[src/rtl/stream_demux_pkg.sv]
// Shared constants and types for the 2:1 stream demultiplexer.
// Channel indices, buffer depth, default widths and buffer occupancy states.
package stream_demux_pkg;

  localparam logic CH0 = 1'b0;
  localparam logic CH1 = 1'b1;

  localparam int DEPTH         = 2;
  localparam int DEFAULT_WIDTH = 4;
  localparam int DEFAULT_CNT_W = 8;

  typedef enum logic [1:0] {
    OCC_EMPTY = 2'd0,
    OCC_ONE   = 2'd1,
    OCC_FULL  = 2'd2
  } occ_e;

endpackage

[src/rtl/demux_fifo2.sv]
// Two-entry valid/ready buffer with no bypass. The head word sits in a register
// that reads as zero when the buffer is empty.
module demux_fifo2
  import stream_demux_pkg::*;
#(
  parameter int WIDTH = DEFAULT_WIDTH
) (
  input  logic             clk,
  input  logic             rst,
  input  logic             push,
  input  logic [WIDTH-1:0] push_data,
  output logic             full,
  output logic [WIDTH-1:0] out_data,
  output logic             out_valid,
  input  logic             out_ready
);

  occ_e             occ_r, occ_s;
  logic [WIDTH-1:0] head_r, head_s;
  logic [WIDTH-1:0] tail_r, tail_s;
  logic             valid_r, valid_s;
  logic             full_r, full_s;
  logic             pop_s;

  assign pop_s = valid_r & out_ready;

  // Next occupancy and entry contents; push is never asserted while full.
  always_comb begin
    occ_s  = occ_r;
    head_s = head_r;
    tail_s = tail_r;
    case (occ_r)
      OCC_EMPTY: begin
        if (push) begin
          head_s = push_data;
          occ_s  = OCC_ONE;
        end else begin
          occ_s  = OCC_EMPTY;
        end
      end
      OCC_ONE: begin
        if (push && pop_s) begin
          head_s = push_data;
        end else if (push) begin
          tail_s = push_data;
          occ_s  = OCC_FULL;
        end else if (pop_s) begin
          head_s = {WIDTH{1'b0}};
          occ_s  = OCC_EMPTY;
        end else begin
          occ_s  = OCC_ONE;
        end
      end
      OCC_FULL: begin
        if (pop_s) begin
          head_s = tail_r;
          tail_s = {WIDTH{1'b0}};
          occ_s  = OCC_ONE;
        end else begin
          occ_s  = OCC_FULL;
        end
      end
      default: begin
        occ_s  = OCC_EMPTY;
        head_s = {WIDTH{1'b0}};
        tail_s = {WIDTH{1'b0}};
      end
    endcase
    valid_s = (occ_s != OCC_EMPTY);
    full_s  = (occ_s == OCC_FULL);
  end

  // Buffer state register.
  always_ff @(posedge clk or posedge rst) begin
    if (rst) begin
      occ_r   <= OCC_EMPTY;
      head_r  <= {WIDTH{1'b0}};
      tail_r  <= {WIDTH{1'b0}};
      valid_r <= 1'b0;
      full_r  <= 1'b0;
    end else begin
      occ_r   <= occ_s;
      head_r  <= head_s;
      tail_r  <= tail_s;
      valid_r <= valid_s;
      full_r  <= full_s;
    end
  end

  assign out_data  = head_r;
  assign out_valid = valid_r;
  assign full      = full_r;

endmodule

[src/rtl/stream_demux.sv]
// Receive side of the shared 2:1 link: steers each tagged word into one of two
// buffered valid/ready channels and counts delivered words per channel.
module stream_demux
  import stream_demux_pkg::*;
#(
  parameter int WIDTH = DEFAULT_WIDTH,
  parameter int CNT_W = DEFAULT_CNT_W
) (
  input  logic             clk,
  input  logic             rst,
  input  logic [WIDTH-1:0] in_data,
  input  logic             in_sel,
  input  logic             in_valid,
  output logic             in_ready,
  output logic [WIDTH-1:0] out0_data,
  output logic             out0_valid,
  input  logic             out0_ready,
  output logic [WIDTH-1:0] out1_data,
  output logic             out1_valid,
  input  logic             out1_ready,
  output logic [CNT_W-1:0] cnt0,
  output logic [CNT_W-1:0] cnt1
);

  localparam logic [CNT_W-1:0] CNT_MAX = {CNT_W{1'b1}};
  localparam logic [CNT_W-1:0] CNT_ONE = {{(CNT_W-1){1'b0}}, 1'b1};

  logic             full0_s, full1_s;
  logic             push0_s, push1_s;
  logic [CNT_W-1:0] cnt0_r, cnt0_s;
  logic [CNT_W-1:0] cnt1_r, cnt1_s;

  // Only the selected channel's registered full flag gates acceptance.
  assign in_ready = ((in_sel == CH1) ? ~full1_s : ~full0_s) & ~rst;
  assign push0_s  = in_valid & in_ready & (in_sel == CH0);
  assign push1_s  = in_valid & in_ready & (in_sel == CH1);

  demux_fifo2 #(.WIDTH(WIDTH)) u_fifo0 (
    .clk       (clk),
    .rst       (rst),
    .push      (push0_s),
    .push_data (in_data),
    .full      (full0_s),
    .out_data  (out0_data),
    .out_valid (out0_valid),
    .out_ready (out0_ready)
  );

  demux_fifo2 #(.WIDTH(WIDTH)) u_fifo1 (
    .clk       (clk),
    .rst       (rst),
    .push      (push1_s),
    .push_data (in_data),
    .full      (full1_s),
    .out_data  (out1_data),
    .out_valid (out1_valid),
    .out_ready (out1_ready)
  );

  // Saturating delivery counters advance on each output handshake.
  always_comb begin
    cnt0_s = cnt0_r;
    cnt1_s = cnt1_r;
    if (out0_valid && out0_ready && (cnt0_r != CNT_MAX)) begin
      cnt0_s = cnt0_r + CNT_ONE;
    end else begin
      cnt0_s = cnt0_r;
    end
    if (out1_valid && out1_ready && (cnt1_r != CNT_MAX)) begin
      cnt1_s = cnt1_r + CNT_ONE;
    end else begin
      cnt1_s = cnt1_r;
    end
  end

  // Counter registers.
  always_ff @(posedge clk or posedge rst) begin
    if (rst) begin
      cnt0_r <= {CNT_W{1'b0}};
      cnt1_r <= {CNT_W{1'b0}};
    end else begin
      cnt0_r <= cnt0_s;
      cnt1_r <= cnt1_s;
    end
  end

  assign cnt0 = cnt0_r;
  assign cnt1 = cnt1_r;

endmodule

[config.mk]
export PLATFORM = sky130hd
export DESIGN_NAME = stream_demux
export DESIGN_NICKNAME = d
export VERILOG_FILES = /design/src/rtl/stream_demux_pkg.sv /design/src/rtl/demux_fifo2.sv /design/src/rtl/stream_demux.sv
export SDC_FILE = /design/constraint.sdc
export NUM_CORES = 1
export LEC_CHECK = 0
export CAP_MARGIN = 20
export CORE_ASPECT_RATIO = 1.5
export CORE_MARGIN = 4
export CORE_UTILIZATION = 51
export DETAILED_ROUTE_END_ITERATION = 6
export PLACE_DENSITY = 0.79
export SYNTH_ARGS = -nofsm -noshare
export SYNTH_HDL_FRONTEND = slang
export SYNTH_SLANG_ARGS = --single-unit
[constraint.sdc]
create_clock -name clk -period 1.69 [get_ports clk]
set_input_delay 0.2535 -clock clk [delete_from_list [all_inputs] [get_ports clk]]
set_output_delay 0.2535 -clock clk [all_outputs]
set_load 0.02 [all_outputs]
### Word level (Yosys, flattened, before mapping)

Cells that the tools add are included.

* add/subtract/negate cells: 2
* equality and inequality tests: 20
* multiplexer cells: 29
* bitwise logic cells: 12
* reduce and logical (&&, ||, !) cells: 14

Operator list (number)
* 4-bit two-way mux: 12
* 4-bit one-hot mux with 3 select lines: 4
* 8-bit by 1-bit adder with 8-bit output (second input constant): 2
* 8-bit inequality test (second input constant): 2
* 4-bit AND reduction: 4
* 2-bit two-way mux: 6
* 2-bit by 1-bit inequality test with 1-bit output (second input constant): 6
* 2-bit one-hot mux with 3 select lines: 2
* 2-bit equality test (second input constant): 4
* 1-bit AND: 6
* 1-bit logical AND: 6
* 3-bit by 1-bit inequality test with 1-bit output (second input constant): 2
* 3-bit inequality test (second input constant): 2
* 1-bit NOT: 6
* 1-bit two-way mux: 5
* 2-bit by 1-bit equality test with 1-bit output (second input constant): 2
* 2-bit zero test: 2
* 2-bit inequality test (second input constant): 2
* 2-bit nonzero test: 2

* flip-flop bits (word level): 40
* input port bits: 10
* output and inout bits: 27
* logic and storage cells: 89

### Logic depth before layout (Yosys ltp)

Gate-level depths: netlist of run 1.

* depth in word-level cells: 9
* depth in mapped cells: 5
* gate-level depth less buffers: 5

### By module

Synthesis of run 1 repeated with hierarchy kept, for this count alone.

* cells, all modules: 211
* area total of the unflattened synthesis: 2214.6 um^2

Modules (own cells, without submodules)
* demux_fifo2: instances 2, cells each 65, area an instance 686.9 um^2, seq. area each 300.3 um^2
* stream_demux: instances 1, cells each 81, area an instance 840.8 um^2, seq. area each 400.4 um^2

### Worst setup path after synthesis of run 1

Ideal clock, no wire load.

* path kind: flip-flop to flip-flop
* from: register cnt1_r[0], in the netlist cnt1[0]
* to: register cnt1_r[1], in the netlist cnt1[1]
* setup time: 0.125 ns
* arrival time: 1.540 ns
* data required time: 1.565 ns
* slack: 0.026 ns
* stages on the path, launching flop included: 5
* buffers on the path: 0
* period minus slack after synthesis: 1.664 ns
* path through: dfrtp_1 ha_1 and3_1 a21oi_2 mux2_2

* cells in the longest elaborated chain, start to end: 2
* elaborated cells between the ends (all ways): 3
* those cells by class: add/sub (1); eq/ne (1); reduce/logical (1)

RTL lines
* start: declaration: line stream_demux.sv:31 `logic [CNT_W-1:0] cnt1_r, cnt1_s;`
* start signal: assignment: line stream_demux.sv:80 `cnt1_r <= {CNT_W{1'b0}};`
* start signal: assignment: line stream_demux.sv:83 `cnt1_r <= cnt1_s;`
* parallel branches: the longest is 2 deep, another holds 8-bit by 1-bit adder with 8-bit output

Parallel ways; which one is timed is not known.
A chain may end at the register's enable or synchronous reset.

### Worst setup path after layout of run 1

* from: register cnt0_r[2], in the netlist cnt0[2]
* to: output cnt0[2]

RTL lines
* start: declaration: line stream_demux.sv:30 `logic [CNT_W-1:0] cnt0_r, cnt0_s;`
* start signal: assignment: line stream_demux.sv:79 `cnt0_r <= {CNT_W{1'b0}};`
* start signal: assignment: line stream_demux.sv:82 `cnt0_r <= cnt0_s;`
* end: declaration: line stream_demux.sv:21 `output logic [CNT_W-1:0] cnt0,`

No word-level cell between the ends.

==> summary.md, run 1 <==
| Metric | Value |
|---|---|
| Sequential fraction of the synthesis area | 0.518 |
| Core area | about 0.0036 mm2 |
| GRT Total Usage | 0.212 |
| Max frequency | slightly above 600 MHz |
| Die ar. | between 0.004 and 0.005 mm2 |
| #FFs+latches synth | 40 |
| Period utilization | 0.969 |
| Xor-xnor portion of the synthesized cell area | 0.0544 |
| R2r startpoint | u_fifo1.occ_r[0] |
| Area added between synthesis and finish | 33.6% |
| Post-synthesis compound-gate area fraction | 0.184 |
| Antenna Nets Post-Route | 0 |
| First-pass iteration count of the detailed router | 4 |
| Fin worst setup slack | around 53 ps |
| Number of synthesized flops with an enable pin | 0 |
| WP data arrival | about 1400 ps |
| Crit path kind | flop to output pin |
| Synthesis warning total | 0 |
| Unrepaired setup endpoints after global routing | false |
| Static leakage | 1.17 nW |
| Most used routing layer | met2 |
| Iter 0 DRT Violations | 33 |
| Setup Skew | roughly 9.6 ps |
| Top-area cell type share of the netlist area | 0.518 |
| CP bufs+invs | 1 |
| Die Height | 83.4 um |
| Multiplexer area fraction after synthesis | 0.0220 |
| Max-cap violations | 0 |
| Clock sinks | 40 |
| Critical Path Source Type | flop |
| Fin area | between 0.002 and 0.003 mm2 |
| DP HPWL | between 3000 and 4000 um |
| CP Capture Type | output pin |
| Pre-CTS setup slack | -354 ps |
| Antenna violations before repair | 0 |
| Worst-Skew Late Latency | approximately 290 ps |
| Reg2Reg Setup Slack | 110 ps |
| Simple-Gate Fraction of Synth Area | 0.183 |
| Post-CTS Hold Buffers | 0 |
| CTS tree | yes |
| Ranking of synthesized cells by area | dfrtp_1, a221o_1, xnor2_1 |
| Status | finished clean |
| Root Driver | clkbuf_8 |
| Die W | slightly below 60 um |
| Post-synth top area cell | dfrtp_1 |
| GP Congestion | between 0.8 and 0.9 |
| DRT Wirelength | roughly 4700 um |
| Synthesized instance count | 178 |
| Area taken by flip-flops and latches | roughly 0.0010 mm2 |
| Vias in the first global route | 1702 |
| GRT met1 Usage | 0.221 |
| Clock Path Buffers | 2 |
| Hold Slack | between 90 and 100 ps |
| Required time of the critical path | roughly 1400 ps |
| CP max stage delay | approximately 650 ps |
| First-pass GRT wire length | about 7900 um |
| Number of port buffers | 36 |
| Syn_area_per_cell | 10.8 um2 |
| Adder-cell share of the synthesized area | 0.0130 |
| Fin cells | ~280 |
| Rows | 27 |
| Min Tclk post-route | 1640 ps |
| Largest family of logic cells by synthesized area | compound AO/OA/AOI/OAI gates |
| Net Count, Synth | 190 |
| Crit path max-delay family | buffers and inverters |
| Worst-Margin Slew | 396 ps |
| Clk slew on worst S/H paths | ~80 ps |
| Final hold vios | 0 |
| Post-synth cell types | 45 |
| Slowest cell on the critical path | clkdlybuf4s50_1 |
| P per Cell Area | 1670 mW/mm2 |
| Share of layout cells above drive strength 1 | 0.157 |
| GR Util met2 | 0.383 |
| Fill cell count | 275 |
| Crit path cell chain | clkdlybuf4s50_1 |
| Post-DR wirelength/cell | between 15 and 20 um |
| Mapped Area | 0.00193 mm2 |
| DR DRC count | 0 |
| Tot Pwr | roughly 0.0043 W |
| Synth Flop Type | dfrtp_1 |
| Via density | roughly 5.9 |
| R2r endpoint | u_fifo1.out_data[1] |
| TritonCTS Buffers | 5 |
| Grt ovf | 0 |
| Largest net degree at the start of global routing | 29 |
| Worst vdd ir | 1.13 mV |
| Placed cell areas | roughly 0.0025 mm2 |
| Async SR Flop Fraction | 1.00 |
| Starting Density | 0.529 |
| Nets | ~250 |
| Worst R2R Path Depth | 4 |
| H-tree depth | 2 |
| Boundary Pins | 37 |
| N_diodes | 0 |
| Vias after detailed routing | between 1500 and 2000 |
| Dpl cells | between 200 and 300 |
| Pins Over Slew Limit | 0 |
| # setup viols final | 0 |
| Relative slew slack | 0.736 |
| Area of the multi-input gates | around 900 um2 |
| Hold Crit Class | input pin to async pin |
| Met3 Use GR | 0.0482 |
| Worst Path Max Fanout | 6 |
-- repair_timing --
item / 4_1_cts / 5_1_grt
buffers inserted: 1 / 0
endpoints found under the setup margin: 5 / 8
pin swaps: 1 / 1
gates resized for setup: 6 / 3
-- synth_stat cells, drive strengths merged (3+ instances only) --
cell type / n
a21oi: 6
xor2: 4
clkbuf: 5
o21ai: 10
nor3: 7
o21a: 4
a22oi: 3
nor2: 6
nor2b: 5
nand2: 16
nand3: 5
xnor2: 8
a221o: 8
a32oi: 6
and3: 6
dfrtp: 40
inv: 5
nor3b: 3
-- report_power, final --
group          leakage (nW)  total [W]  switching, W  internal (W)
registers             0.490    0.00170      0.000374       0.00132
logic                 0.628    0.00185      0.000918      0.000930
clock network        0.0552   0.000769      0.000331      0.000438
total                  1.17    0.00432       0.00162       0.00269
-- state kept, by name, indices dropped and copies added (netlist names) --
| name | count |
|---|---|
| cnt0 | 8 |
| cnt1 | 8 |
| u_fifo0.full | 1 |
| u_fifo0.occ_r | 2 |
| u_fifo0.out_data | 4 |
| u_fifo0.out_valid | 1 |
| u_fifo0.tail_r | 4 |
| u_fifo1.full | 1 |
| u_fifo1.occ_r | 2 |
| u_fifo1.out_data | 4 |
| u_fifo1.out_valid | 1 |
| u_fifo1.tail_r | 4 |
-- worst reg2reg max path: cells and delay by family (launching register included) --
kind                   cells  cell delay [ps]
flip-flops                 1              480
AND/OR/NAND/NOR            1              450
AO/OA/AOI/OAI              2              310
buffers and inverters      1              280
-- area by class of cell --
cell class / count / area share
Multi-Input combinational cell: 126 / 0.347
Clock buffer: 6 / 0.0281
Clock inverter: 2 / 0.0136
Inverter: 6 / 0.00873
Timing Repair Buffer: 55 / 0.194
Tap cell: 43 / 0.0209
Sequential cell: 40 / 0.388
-- cells by family after synthesis --
group	after synthesis
xor gates and xnor gates	12
muxes	4
AOI/OAI and AO/OA	47
adders and majority gates	2
DFF	40
and+or+nand+nor	61
buffers and inverters	12
-- per-layer routing --
metal	vias up	share of wire
met5	-	0
met4	0	0.026
met3	13	0.043
met2	45	0.54
met1	811	0.39
li1	774	-
-- how the worst max path moves through the flow --
stage                 start                   to  slack [ps]  depth (start not counted)
floorplan           cnt1[0]              cnt1[1]          30                          4
global placement        rst  u_fifo0.out_data[1]        -310                          5
detailed placement      rst  u_fifo0.out_data[0]        -350                          5
CTS                     rst    u_fifo0.out_valid          30                          6
global route        cnt0[3]              cnt0[3]          10                          1
finish              cnt0[2]              cnt0[2]          50                          1
-- cell usage in the layout (no fill, tap or decap), types with 8 or more instances in the layout --
cell type | netlist | final
a221o_1 | 8 | 8
buf_4 | 0 | 19
clkdlybuf4s50_1 | 0 | 33
dfrtp_1 | 40 | 40
nand2_1 | 16 | 16
o21ai_0 | 8 | 8
xnor2_1 | 8 | 8
-- per-stage QoR --
stage,utilization,TNS [ps]
after floorplan,-,0
after global placement,0.673,-3750
after detailed placement,0.673,-4800
after CTS,0.706,0
after global routing,0.707,0
final,0.707,0
(Power assumes the default switching activity.)
==> run 2: changes to the inputs <==
- CTS_CLUSTER_SIZE: not set -> 8
==> results of run 2 <==
Final layout, timing and power as in run 1 (identical DEF).
